==> config.mk <==
export PLATFORM = sky130hd
export DESIGN_NAME = audio_i2s_frontend_flat
export DESIGN_NICKNAME = d
export VERILOG_FILES = /design/src/rtl/audio_i2s_frontend_if.sv /design/src/rtl/audio_i2s_frontend.sv /design/src/flat_wrapper.sv
export SDC_FILE = /design/constraint.sdc
export NUM_CORES = 1
export LEC_CHECK = 0
export CAP_MARGIN = 15
export CORE_ASPECT_RATIO = 1.75
export CORE_MARGIN = 2
export CORE_UTILIZATION = 55
export CTS_CLUSTER_SIZE = 20
export DETAILED_ROUTE_END_ITERATION = 8
export PLACE_DENSITY = 0.8
export SLEW_MARGIN = 20
export SYNTH_ARGS = -nofsm -noshare
export SYNTH_HDL_FRONTEND = slang
export SYNTH_SLANG_ARGS = --single-unit
==> constraint.sdc <==
create_clock -name clk -period 11.7 [get_ports clk]
set_input_delay 2.34 -clock clk [delete_from_list [all_inputs] [get_ports clk]]
set_output_delay 2.34 -clock clk [all_outputs]
set_load 0.05 [all_outputs]
==> src/rtl/audio_i2s_frontend_if.sv <==
// Sample/handshake bundle between the I2S front end and the AI core.
interface audio_i2s_frontend_if;
  logic [15:0] audio_sample;
  logic        sample_valid;
  logic        start_analysis;
  logic        frame_active;
  logic        ai_busy;

  modport master (
    output audio_sample, sample_valid, start_analysis, frame_active,
    input  ai_busy
  );

  modport slave (
    input  audio_sample, sample_valid, start_analysis, frame_active,
    output ai_busy
  );
endinterface

==> src/rtl/audio_i2s_frontend.sv <==
// Mono I2S deserialiser with DC removal, saturating power-of-two gain and a
// frame controller that feeds exactly FRAME_LEN samples per analysis.
module audio_i2s_frontend #(
  parameter int unsigned FRAME_LEN = 512,
  parameter int unsigned DC_SHIFT  = 8,
  parameter int unsigned ACC_W     = 16 + DC_SHIFT + 1
) (
  input  logic                  clk,
  input  logic                  rst_n,
  input  logic                  i2s_sck,
  input  logic                  i2s_ws,
  input  logic                  i2s_sd,
  input  logic                  enable,
  input  logic [2:0]            gain_shift,
  audio_i2s_frontend_if.master  core,
  output logic [15:0]           drop_count,
  output logic [15:0]           sat_count,
  output logic [15:0]           frames_done
);

  localparam int unsigned CNT_W = $clog2(FRAME_LEN + 1);
  localparam logic signed [23:0] G_MAX = 24'sd32767;
  localparam logic signed [23:0] G_MIN = -24'sd32768;

  typedef enum logic [1:0] {IDLE, ARM, STREAM, WAIT} state_t;

  logic [1:0]  sck_sync, ws_sync, sd_sync;
  logic        sck_prev;
  logic        sck_rise, ws_s, sd_s;

  logic [15:0] shreg;
  logic [4:0]  bit_cnt;
  logic        ws_last;
  logic        raw_valid;

  logic signed [ACC_W-1:0] dc_acc, dc_est, raw_ext;
  logic signed [16:0]      hp;
  logic signed [23:0]      g;
  logic                    sat_hi, sat_lo;
  logic [15:0]             sample_next;

  state_t           state;
  logic [CNT_W-1:0] sample_cnt;

  assign sck_rise = sck_sync[1] & ~sck_prev;
  assign ws_s     = ws_sync[1];
  assign sd_s     = sd_sync[1];

  always_ff @(posedge clk) begin
    if (!rst_n) begin
      sck_sync <= '0;
      ws_sync  <= '0;
      sd_sync  <= '0;
      sck_prev <= 1'b0;
    end else begin
      sck_sync <= {sck_sync[0], i2s_sck};
      ws_sync  <= {ws_sync[0], i2s_ws};
      sd_sync  <= {sd_sync[0], i2s_sd};
      sck_prev <= sck_sync[1];
    end
  end

  // A ws change marks the one-bit delay slot; only the first 16 left bits count.
  always_ff @(posedge clk) begin
    if (!rst_n) begin
      shreg     <= '0;
      bit_cnt   <= '0;
      ws_last   <= 1'b0;
      raw_valid <= 1'b0;
    end else begin
      raw_valid <= 1'b0;
      if (sck_rise) begin
        ws_last <= ws_s;
        if (ws_s != ws_last) begin
          bit_cnt <= '0;
        end else if (!ws_s && bit_cnt < 5'd16) begin
          shreg     <= {shreg[14:0], sd_s};
          bit_cnt   <= bit_cnt + 5'd1;
          raw_valid <= (bit_cnt == 5'd15);
        end
      end
    end
  end

  always_comb begin
    raw_ext     = {{(ACC_W-16){shreg[15]}}, shreg};
    dc_est      = dc_acc >>> DC_SHIFT;
    hp          = 17'(raw_ext - dc_est);
    g           = {{7{hp[16]}}, hp} <<< gain_shift;
    sat_hi      = (g > G_MAX);
    sat_lo      = (g < G_MIN);
    sample_next = sat_hi ? 16'h7FFF : (sat_lo ? 16'h8000 : g[15:0]);
  end

  // The filter path runs on every word; only the valid/drop decision depends on state.
  always_ff @(posedge clk) begin
    if (!rst_n) begin
      state               <= IDLE;
      sample_cnt          <= '0;
      dc_acc              <= '0;
      core.audio_sample   <= '0;
      core.sample_valid   <= 1'b0;
      core.start_analysis <= 1'b0;
      core.frame_active   <= 1'b0;
      drop_count          <= '0;
      sat_count           <= '0;
      frames_done         <= '0;
    end else begin
      core.sample_valid   <= 1'b0;
      core.start_analysis <= 1'b0;

      if (raw_valid) begin
        dc_acc            <= dc_acc + raw_ext - dc_est;
        core.audio_sample <= sample_next;
        if ((sat_hi || sat_lo) && sat_count != 16'hFFFF)
          sat_count <= sat_count + 16'd1;
        if (state == STREAM)
          core.sample_valid <= 1'b1;
        else if (drop_count != 16'hFFFF)
          drop_count <= drop_count + 16'd1;
      end

      case (state)
        IDLE: begin
          if (enable && !core.ai_busy) begin
            state               <= ARM;
            core.start_analysis <= 1'b1;
            core.frame_active   <= 1'b1;
          end
        end
        ARM: begin
          sample_cnt <= '0;
          state      <= STREAM;
        end
        STREAM: begin
          if (raw_valid) begin
            sample_cnt <= sample_cnt + 1'b1;
            if (sample_cnt == CNT_W'(FRAME_LEN - 1)) begin
              state       <= WAIT;
              frames_done <= frames_done + 16'd1;
            end
          end
        end
        WAIT: begin
          if (!core.ai_busy) begin
            state             <= IDLE;
            core.frame_active <= 1'b0;
          end
        end
        default: state <= IDLE;
      endcase
    end
  end

endmodule

==> src/flat_wrapper.sv <==
// flat-port wrapper written by rule: the top's interface ports become plain ports
module audio_i2s_frontend_flat 
#(
  parameter int unsigned FRAME_LEN = 512,
  parameter int unsigned DC_SHIFT  = 8,
  parameter int unsigned ACC_W     = 16 + DC_SHIFT + 1
)
  (clk, rst_n, i2s_sck, i2s_ws, i2s_sd, enable, gain_shift, drop_count, sat_count, frames_done, core_audio_sample, core_sample_valid, core_start_analysis, core_frame_active, core_ai_busy);
  audio_i2s_frontend_if core_i ();
  input  logic clk;
  input  logic rst_n;
  input  logic i2s_sck;
  input  logic i2s_ws;
  input  logic i2s_sd;
  input  logic enable;
  input  logic [2:0] gain_shift;
  output logic [15:0] drop_count;
  output logic [15:0] sat_count;
  output logic [15:0] frames_done;
  output wire logic [$bits(core_i.audio_sample)-1:0] core_audio_sample;
  output wire logic [$bits(core_i.sample_valid)-1:0] core_sample_valid;
  output wire logic [$bits(core_i.start_analysis)-1:0] core_start_analysis;
  output wire logic [$bits(core_i.frame_active)-1:0] core_frame_active;
  input wire logic [$bits(core_i.ai_busy)-1:0] core_ai_busy;
  assign core_audio_sample = core_i.audio_sample;
  assign core_sample_valid = core_i.sample_valid;
  assign core_start_analysis = core_i.start_analysis;
  assign core_frame_active = core_i.frame_active;
  assign core_i.ai_busy = core_ai_busy;
  audio_i2s_frontend #(.FRAME_LEN(FRAME_LEN), .DC_SHIFT(DC_SHIFT), .ACC_W(ACC_W)) u_core (.clk(clk), .rst_n(rst_n), .i2s_sck(i2s_sck), .i2s_ws(i2s_ws), .i2s_sd(i2s_sd), .enable(enable), .gain_shift(gain_shift), .core(core_i), .drop_count(drop_count), .sat_count(sat_count), .frames_done(frames_done));
endmodule
======== After elaboration in Yosys (flattened, before gate mapping) ========
Index checks and enable logic that the tools add are counted.
Widths: inputs -> output; s select.
operators by class
  add/sub/neg operators ................... 8
  $mul .................................... 0
  divide/modulo/power cells ............... 0
  $lt $le $gt $ge ......................... 3
  eq/ne operators ......................... 12
  shifts and indexed selects .............. 1
  multiplexer cells ....................... 16
  bitwise operators ....................... 7
  reductions and logical operators ........ 21
operator list
  kind                   count
  $add 16x1->16 const B  3
  $mux 16                2
  $ne 16x16->1 const B   2
  $add 25x16->25         1
  $sub 25x17->25         1
  $gt 24x16->1 const B   1
  $lt 24x16->1 const B   1
  $sshl 24x3->24         1
  $pmux 10 s2            1
  $sub 16x17->17         1
  $reduce_and 3->1       4
  $add 10x1->10 const B  1
  $eq 10x9->1 const B    1
  $mux 10                1
  $mux 5                 2
  $reduce_and 2->1       5
  $mux 2                 4
  $pmux 2 s4             1
  $not 1->1              6
  $reduce_bool 2->1      3
  $add 5x1->5 const B    1
  $eq 5x4->1 const B     1
  $lt 5x5->1 const B     1
  $eq 2x2->1 const B     2
  13 further kinds       21
storage, ports and cells
  register bits ........................... 134
  bits in latches ......................... 0
  bits in writable memories ............... 0
  memory bits (read-only) ................. 0
  input bits .............................. 10
  output and inout port bits .............. 67
  word-level logic and storage cells ...... 86
  memories kept ........................... 0

======== Longest topological paths before layout ========
Gate-level depths: netlist (run 1).
  depth after elaboration ................. 6
  gate-level depth with buffers ........... 17
  mapped depth without buffers ............ 17

======== Worst setup path after synthesis (run 1) ========
No wires, ideal clock.
  kind .................................... input-to-reg
  start point ............................. in gain_shift[0]
  end point ............................... reg u_core.core.audio_sample[10]
  setup time .............................. 0.133 ns
  arrival time ............................ 4.621 ns
  data required time ...................... 11.567 ns
  slack ................................... 6.947 ns
  stages on the path ...................... 11
  buffers on the path ..................... 2
  cells stage by stage .................... clkbuf_1 inv_2 or4_1 a41oi_1 a211oi_1 nor2_1 a41o_1 a21oi_1 nor2_1 clkbuf_1 a21oi_1
on the way
  word-level cells in the longest chain between the ends .. 4
  elaborated cells between the ends (all ways) .. 5
  classes of those cells .................. order compare: 2; shift: 1; mux: 2
ends and longest elaborated chain
  element               line                         RTL
  from (decl)           flat_wrapper.sv:16           input logic [2:0] gain_shift;
  $sshl 24x3->24 (*)    audio_i2s_frontend.sv:89     g = {{7{hp[16]}}, hp} <<< gain_shift;
  $lt 24x16->1          audio_i2s_frontend.sv:91     sat_lo = (g < G_MIN);
  $mux 16               audio_i2s_frontend.sv:92     sample_next = sat_hi ? 16'h7FFF : (sat_lo ? 16'h8000 : g[15:0]);
  $mux 16 (*)           audio_i2s_frontend.sv:92
  to (signal assigned)  audio_i2s_frontend.sv:114    core.audio_sample <= sample_next;
  to (decl)             audio_i2s_frontend_if.sv:10  output audio_sample, sample_valid, start_analysis, frame_active,
Mark *: on every way between the ends. The rest lies on a longest branch, timed or not.
A chain may end at the register's enable or synchronous reset.

======== Worst setup path after layout (run 1) ========
  start point ............................. in gain_shift[0]
  end point ............................... reg u_core.core.audio_sample[12]
Same word-level chain as after synthesis.

==> results of run 1 <==
## state kept, by name, summed over array words and instances, names as in the netlist, 5 cells and up
register	cells
u_core.sample_cnt	10
u_core.bit_cnt	5
u_core.core.audio_sample	16
u_core.drop_count	16
u_core.shreg	16
u_core.frames_done	16
u_core.sat_count	16
u_core.dc_acc	25
## path summary, 6_finish.rpt
check | from | endpoint | slack, ns
worst min register to register | u_core.sd_sync[1] | u_core.shreg[0] | 0.44
worst max-delay path | gain_shift[0] | u_core.core.audio_sample[12] | 5.93
worst min-delay path | u_core.sd_sync[1] | u_core.shreg[0] | 0.44
worst max register to register | u_core.dc_acc[9] | u_core.sat_count[14] | 7.25
## through the flow
| step | setup WS (ns) | util, % |
|---|---|---|
| global placement | 5.62 | 61.5 |
| global route | 5.64 | 65.4 |
| floorplan | 6.95 | - |
| detailed placement | 5.57 | 61.5 |
| CTS | 6.01 | 65.4 |
| finish | 5.93 | 65.4 |
## metal layers
| layer | share of wire, % | vias to the layer above | GRT usage (%) | routed length (um) |
|---|---|---|---|---|
| li1 | - | 3966 | - | - |
| met1 | 38 | 3779 | 27.0 | 8420 |
| met2 | 55 | 180 | 49.7 | 12100 |
| met3 | 2.9 | 58 | 3.68 | 644 |
| met4 | 3.8 | 0 | 12.0 | 830 |
| met5 | 0 | - | 0 | 0 |
## area by class of cell
class / instances / area (um^2)
Clock inverter: 14 / 190
Multi-Input combinational cell: 833 / 5700
Tap cell: 189 / 236
Inverter: 109 / 409
Fill cell: 1349 / 5520
Timing Repair Buffer: 80 / 786
Clock buffer: 18 / 429
Sequential cell: 134 / 2680
## power by group
group	switching (mW)	internal, mW
sequential	0.00415	0.461
clock	0.224	0.343
combinational	0.0522	0.0239
## worst min-delay path, cell delays in order, from the launching register on
cell and delay [ns]:
dfxtp_1 0.30, nand2_1 0.05, a21oi_1 0.05
## Yosys cell counts, drive strengths merged (4+ instances only)
library cell	number	share of area, %
o211ai	8	0.67
xor2	29	2.8
a41oi	4	0.39
a31oi	5	0.35
xnor2	31	3.0
mux2i	36	4.0
ha	51	7.1
mux4	4	1.0
o21ai	53	3.0
nor3	24	1.4
and2	17	1.2
nor2b	8	0.56
inv	107	4.5
or3	19	1.3
buf	14	0.84
nand2	108	4.5
mux2	8	1.0
a21o	19	1.6
nand2b	18	1.3
nor4	9	0.63
a211oi	12	1.1
o31ai	6	0.56
dfxtp	134	30
fa	25	5.6
or2	8	0.56
and3	23	1.6
nand3	32	1.8
or4	4	0.33
clkbuf	32	1.3
o21a	11	0.92
a21oi	93	5.3
nand3b	4	0.33
nand4	13	0.91
nor2	115	4.8
## kinds of logic (layout without fill, tap and decap cells)
logic type / after synthesis / in the layout / share of synthesized area, %
AND/OR/NAND/NOR: 409 / 409 / 21.9
buffers and inverters: 155 / 221 / 6.73
AO/OA/AOI/OAI: 240 / 240 / 17.0
multiplexers: 48 / 48 / 6.02
flip-flops: 134 / 134 / 29.9
adder cells (fa/ha/maj): 76 / 76 / 12.7
XOR/XNOR: 60 / 60 / 5.85
==> impl_metrics.ini, run 1 <==
[global_routing]
antenna_found_initial = 0
grt_max_degree = 66
vias_in_the_first_global_route = 7980
overflow = 0
grt_pass1_wl_um = 37100
grt.total_usage_pct = 26.0

[timing]
layout_worst_path_cycle_share_pct = 49.3
fin_worst_skew_ns = 0.00788
finalSetupTns_ns = 0
report.final.hold_viol_count = 0
worst-slew-pin-transition_ns = 0.888
final-setup-viol-count = 0
timing_max_transition_violations_final = 0
grt_setup_unrepaired = no
min_period_ns = 5.77
max_freq_mhz = 173
slew_headroom_pct = 40.7
final.hold.worst_slack_ns = 0.437

[synth]
synth_sequential_area_ratio_pct = 29.9
number_of_enable_type_register_cells_in_the_synthesized_netlist = 0
number_of_nets_produced_by_synthesis = 1208
average_footprint_of_a_synthesized_cell_um2 = 8.00
synth_cell_type_count = 69
synth.ff_latch_count = 134
postSynth.topFlopCell = dfxtp_1
postSynthCellCount = 1122
postSynth.asyncResetShare_pct = 0
synth.yosys.warnings = 0
post_synth_instance_area_mm2 = 0.00898

[setup_path]
r2r_cells = 12
maximum_cell_stage_delay_along_the_critical_path_ns = 0.98
timing.critical_path.max_delay_family = simple AND/OR/NAND/NOR gates
cp_slowest_cell = clkdlybuf4s50_1
path_cells = clkdlybuf4s50_1, inv_2, or4_1, a41oi_1, a211oi_1, nor2_1, a41o_1, a21oi_1, nor2_1, a21oi_1
cp.buffers_inverters = 2
timing_worst_setup_path_type = in2reg
critPathCaptureType = register
worst-endpoint-required_ns = 11.96
critPathLaunchType = input port
crit_arrival_ns = 6.03
crit_fanout = 18
cp_num_cells = 10

[cts]
cts_resized = 0
cts_tree = done
clkTransAtPathRegs_ns = 0.06
numCtsBuffers = 17
clk_root_buffer_cell = clkbuf_16
clock_insertion_delay_worst_skew_ns = 0.42
clkSinkCount = 134
cts_hold_repair.buffers = 0
post_cts.repair.setup_buffers = 0
clock_path_buffers = 2
cts-htree-levels = 4

[routing]
wire_per_inst_um = 16.0
remaining_number_of_nets_flagged_by_the_antenna_check_after_routing = 0
totalWireLength_um = 22000
num_vias = 7983
drtIter0Drc = 397
detail_route.drc_violations = 0
total_iterations_of_the_first_detailed_routing_run = 5
viasPerCell = 5.80

[floorplanning]
die_footprint_mm2 = 0.0174
die_h_um = 173
floorplan.die.width_um = 101
io-pin-count = 77
initial_core_utilization_pct = 56.3
number_of_rows_in_the_core_area = 61
core_region_area_mm2 = 0.0160

[finish]
area_delta_synth_final_pct = 16.2
finalNonFillerCells = 1377
nets = 1261
insertedDiodeCount = 0
post_route_cells_drive_above_1_share_pct = 5.72
layout_common_cells = dfxtp_1 (133), nor2_1 (115), nand2_1 (108)
layout.cells.most_common = dfxtp_1
layout_cell_area_excl_fill_mm2 = 0.0104

[place]
dpl-instance-area_mm2 = 0.00981
portBuffers = 76
placed_cell_count = 1345
gp_congestion = 0.891
dpl.hpwl_um = 16100

[outcome]
run_status = complete, no violations

[hold_path]
hold_path_depth = 2
hold_path_class = reg2reg

[power_and_ir_drop]
areal_power_density_over_the_cells_mw_per_mm2 = 106
p_total_mw = 1.11
static-leakage-power_nw = 4.13
max-vdd-ir-drop_uv = 105

[run]
max-cap-violations = 0
No activity file was read; power rests on OpenSTA's default activity.
==> run 2: changes to the inputs <==
clock period = 5.6 ns   (was 11.7 ns; I/O delays follow)
==> run 2 against run 1 <==
  * Setup slack worse by 4.7 ns
  * Final area shrank 0.31%
  * Non-clock buffer count up 2
  * Global-route usage fell by 0.14 points
  * Via count decreased by 0.83%
  * Register-to-register slack lost 6.0 ns
  * Sequential cell count did not move
  * First-iteration DRC count fell by 12%
  * Core utilization down 0.20 points
  * Combinational power rose by 110%
  * Die area unchanged
  * Clock power increased by 93%
  * Critical path type is now reg2reg
==> impl_metrics.ini, run 2 (synthesis results as in run 1) <==
[finish]
area_delta_synth_final_pct = 15.8
largest_register_ffs = 25
final_core_utilization_pct = 65.2
fillers = 1348
nets = 1263
registers.top_by_ff_count = u_core.dc_acc
layout.cells.most_common = dfxtp_1
layout_common_cells = dfxtp_1 (133), nor2_1 (115), nand2_1 (108)
insertedDiodeCount = 0
post_route_cells_drive_above_1_share_pct = 5.88

[routing]
totalWireLength_um = 21600
num_vias = 7917
detail_route.drc_violations = 0
viasPerCell = 5.74
drtIter0Drc = 349
total_iterations_of_the_first_detailed_routing_run = 5
wire_per_inst_um = 15.7
remaining_number_of_nets_flagged_by_the_antenna_check_after_routing = 0

[hold_path]
hold_path_class = reg2reg
min-delay-start = u_core.ws_sync[0]
holdPathEnd = u_core.ws_sync[1]
hold_path_depth = 1

[cts]
clkTransAtPathRegs_ns = 0.06
numCtsBuffers = 17
cts_tree = done
cts-htree-levels = 4
post_cts.repair.setup_buffers = 0
cts_resized = 0
clock_insertion_delay_worst_skew_ns = 0.42
clock_path_buffers = 2
clk_root_buffer_cell = clkbuf_16
cts_hold_repair.buffers = 0
clkSinkCount = 134

[floorplanning]
core_region_area_mm2 = 0.0160
number_of_rows_in_the_core_area = 61
die_footprint_mm2 = 0.0174
initial_core_utilization_pct = 56.3
die_h_um = 173
io-pin-count = 77
floorplan.die.width_um = 101

[timing]
layout_worst_path_cycle_share_pct = 77.4
max_freq_mhz = 231
min_period_ns = 4.33
worst-slew-pin-transition_ns = 0.866
grt_setup_unrepaired = no
slew_headroom_pct = 41.9
final.hold.worst_slack_ns = 0.435
final-setup-viol-count = 0
fin_worst_skew_ns = 0.00855
finalSetupTns_ns = 0
timing_max_transition_violations_final = 0
report.final.hold_viol_count = 0

[place]
portBuffers = 76
gp_congestion = 0.886
dpl.hpwl_um = 16000

[global_routing]
grt.total_usage_pct = 25.9
grt_util_met2_pct = 48.1
overflow = 0
grt_max_degree = 64
global_route.peak_usage_layer = met2
antenna_found_initial = 0
met1_usage_pct = 27.4
grt_pass1_wl_um = 36800
met3_grt_util_pct = 4.53
vias_in_the_first_global_route = 8007

[setup_path]
crit_fanout = 14
worst-endpoint-required_ns = 5.94
r2r_slack_ns = 1.27
critPathCaptureType = register
r2r-start = u_core.dc_acc[9]
timing_worst_setup_path_type = reg2reg
crit_arrival_ns = 4.67
r2r_cells = 13
timing.rr.end = u_core.core.audio_sample[10]
critPathLaunchType = register

[power_and_ir_drop]
areal_power_density_over_the_cells_mw_per_mm2 = 214
static-leakage-power_nw = 4.10
max-vdd-ir-drop_uv = 185

[run]
max-cap-violations = 0

[outcome]
run_status = complete, no violations
==> run 2: report_power, final <==
group | internal (mW) | switching [mW]
clock network | 0.624 | 0.471
logic | 0.0513 | 0.110
registers | 0.964 | 0.00785
total | 1.64 | 0.588
==> run 2: metrics by stage <==
| step | cell area, um^2 | std cells | setup slack, ns | total power [mW] |
|---|---|---|---|---|
| global route | 10400 | 1379 | 0.771 | 2.30 |
| floorplan | 8980 | 1122 | 1.91 | 1.11 |
| CTS | 10400 | 1379 | 1.27 | 2.24 |
| finish | 10400 | 1379 | 1.27 | 2.23 |
| detailed placement | 9830 | 1347 | 1.24 | 1.15 |
| global placement | 9830 | 1347 | 1.27 | 1.15 |
==> run 2: area by class of cell <==
cell class	instances	area, um^2	area share (%)
clock buffers	18	429	4.13
flip-flops and latches	134	2680	25.8
clock inverters	14	143	1.37
inverters	109	409	3.94
multi-input cells	833	5700	54.8
repair buffers	82	801	7.70
well taps	189	236	2.27
==> run 2: routing by layer <==
metal / part of all wire, % / vias up
met5: 0 / -
met4: 4.1 / 0
met3: 3.4 / 63
met2: 55 / 184
met1: 38 / 3701
li1: - / 3969
==> run 2: how the worst max path moves through the flow <==
| stage | from | depth (start not counted) | endpoint |
|---|---|---|---|
| floorplan | u_core.dc_acc[9] | 14 | u_core.sat_count[12] |
| finish | u_core.dc_acc[9] | 13 | u_core.core.audio_sample[10] |
| global route | u_core.shreg[0] | 17 | u_core.dc_acc[24] |
| global placement | gain_shift[1] | 11 | u_core.core.audio_sample[13] |
| CTS | u_core.dc_acc[9] | 13 | u_core.core.audio_sample[10] |
| detailed placement | gain_shift[2] | 8 | u_core.core.audio_sample[10] |
==> run 2: critical path, cell delays in order, from the launching register on <==
cell and delay [ns]:
dfxtp_1 0.43, inv_1 0.13, ha_1 0.30, nor2b_1 0.15
o2111ai_2 0.26, a211oi_1 0.17, or4_1 0.58, and3_1 0.18
mux4_2 0.52, a311oi_2 0.28, o21ai_1 0.15, o21ai_1 0.70
o21ai_0 0.21, a21oi_1 0.20
==> run 3: changes to the inputs <==
clock period = 4.5 ns   (was 5.6 ns; I/O delays follow)
==> run 3 against run 2 <==
  * Sequential power grew 24%
  * Die area stayed put
  * Via count increased by 0.80%
  * Clock skew rose by 0.00076 ns
  * Clock power grew 26%
==> impl_metrics.ini, run 3 (synthesis results as in run 1) <==
[outcome]
run_status = complete, no violations

[power_and_ir_drop]
p_total_mw = 2.78
switching_power_mw = 0.738
switching_part_of_the_total_pct = 26.5
areal_power_density_over_the_cells_mw_per_mm2 = 265
static-leakage-power_nw = 4.14
internal-power_mw = 2.04
max-vdd-ir-drop_uv = 239
clkPwrFrac_pct = 49.2
power.share.sequential_pct = 43.6
share_comb_of_total_power_pct = 7.3

[cts]
clk_root_buffer_cell = clkbuf_16
clock_path_buffers = 2
clkTransAtPathRegs_ns = 0.06
post_cts.repair.setup_buffers = 0
clkSinkCount = 134
numCtsBuffers = 17
cts_tree = done
cts-htree-levels = 4
clock_insertion_delay_worst_skew_ns = 0.42

[timing]
finalSetupTns_ns = 0
slew_headroom_pct = 30.2
layout_worst_path_cycle_share_pct = 91.4
final-setup-viol-count = 0
worst-slew-pin-transition_ns = 1.05
timing_max_transition_violations_final = 0
min_period_ns = 4.11
max_freq_mhz = 243
grt_setup_unrepaired = no
report.final.hold_viol_count = 0
fin_worst_skew_ns = 0.00931

[finish]
layout.cells.most_common = dfxtp_1
nets = 1271
insertedDiodeCount = 0
area_delta_synth_final_pct = 16.6
layout.area.seq_mm2 = 0.00268
post_route_cells_drive_above_1_share_pct = 6.68
layout_cell_area_excl_fill_mm2 = 0.0105
multi_input_gate_area_mm2 = 0.00571
fillers = 1313
layout_common_cells = dfxtp_1 (133), nor2_1 (115), nand2_1 (108)
final_core_utilization_pct = 65.6
registers.top_by_ff_count = u_core.dc_acc
largest_register_ffs = 25

[setup_path]
timing_worst_setup_path_type = reg2reg
crit_arrival_ns = 4.43
maximum_cell_stage_delay_along_the_critical_path_ns = 0.56
cp.buffers_inverters = 1
crit_fanout = 11
cp_slowest_cell = mux4_2
cp_num_cells = 14
worst-endpoint-required_ns = 4.81
path_cells = inv_1, ha_1, fa_1, nor2b_1, o31ai_2, a21boi_2, nor3_1, or2_0, mux4_2, a311oi_2, o21ai_1, or3_1, and3_1, o21a_1
critPathCaptureType = register
critPathLaunchType = register
timing.critical_path.max_delay_family = simple AND/OR/NAND/NOR gates
r2r_cells = 14

[routing]
totalWireLength_um = 22500
wire_per_inst_um = 16.2
drtIter0Drc = 291
viasPerCell = 5.75
remaining_number_of_nets_flagged_by_the_antenna_check_after_routing = 0
num_vias = 7980
detail_route.drc_violations = 0
total_iterations_of_the_first_detailed_routing_run = 5

[run]
max-cap-violations = 0

[global_routing]
grt.total_usage_pct = 26.8
overflow = 0
grt_max_degree = 63
grt_pass1_wl_um = 37800
vias_in_the_first_global_route = 8197
antenna_found_initial = 0

[hold_path]
hold_path_class = reg2reg
hold_path_depth = 1

[floorplanning]
core_region_area_mm2 = 0.0160
number_of_rows_in_the_core_area = 61
initial_core_utilization_pct = 56.3
die_h_um = 173
io-pin-count = 77
die_footprint_mm2 = 0.0174
floorplan.die.width_um = 101

[place]
dpl.hpwl_um = 16400
portBuffers = 76
dpl-instance-area_mm2 = 0.00989
gp_congestion = 0.902
==> run 3: changes by cell type in the layout (fill, tap and decap cells not counted) <==
cell | before | now
buf_4 | 6 | 14
o21ai_0 | 49 | 47
o21ai_1 | 3 | 5
a211oi_1 | 10 | 9
a211oi_2 | 2 | 3
nor4_1 | 8 | 7
nor4_2 | 1 | 2
==> run 3: routing by layer <==
| metal | up-vias | GRT usage (%) | wire, um | share of wire, % |
|---|---|---|---|---|
| met2 | 165 | 50.4 | 12200 | 54 |
| li1 | 3968 | - | - | - |
| met3 | 80 | 3.84 | 685 | 3.0 |
| met4 | 0 | 15.4 | 1140 | 5.0 |
| met1 | 3767 | 27.1 | 8490 | 38 |
| met5 | - | 0 | 0 | 0 |
==> run 3: timing repair <==
item,in CTS,in global routing
setup endpoints to repair,0,17
hold buffers,0,0
hold endpoints to repair,0,0
resized for setup,0,4
==> run 3: area by class of cell <==
class	count	share of cell area, %
clock buffer	18	4.10
clock inverter	14	1.36
inverter	109	3.91
multi-input combinational	833	54.5
sequential	134	25.6
tap	189	2.26
timing repair buffer	90	8.22
==> run 3: through the flow <==
step / cells / hold slack [ns] / worst slack [ns]
2_1_floorplan: 1122 / 0.412 / 0.806
3_3_place_gp: 1355 / 0.419 / 0.377
3_5_place_dp: 1355 / 0.426 / 0.203
4_1_cts: 1387 / 0.455 / 0.198
5_1_grt: 1387 / 0.471 / 0.0459
6_report: 1387 / 0.450 / 0.388
==> run 3: worst register-to-register path: stages, from the launching register on <==
cell and delay (ns):
dfxtp_1 0.36, inv_1 0.06, ha_1 0.24, fa_1 0.42, nor2b_1 0.25, o31ai_2 0.12, a21boi_2 0.26, nor3_1 0.14
or2_0 0.29, mux4_2 0.56, a311oi_2 0.26, o21ai_1 0.18, or3_1 0.49, and3_1 0.24, o21a_1 0.16
==> run 3: worst paths after layout <==
check / from / end / slack [ns]
min reg2reg: u_core.sd_sync[0] / u_core.sd_sync[1] / 0.45
max: u_core.shreg[0] / u_core.sat_count[14] / 0.39
min: u_core.sd_sync[0] / u_core.sd_sync[1] / 0.45
max reg2reg: u_core.shreg[0] / u_core.sat_count[14] / 0.39
==> run 3: power by group through the flow <==
stage	clock, mW	combinational (mW)	sequential, mW
final	1.37	0.202	1.21
after global routing	1.43	0.225	1.21
after CTS	1.38	0.203	1.21
after detailed placement	0	0.196	1.24
after global placement	0	0.191	1.24
after floorplan	0	0.138	1.24
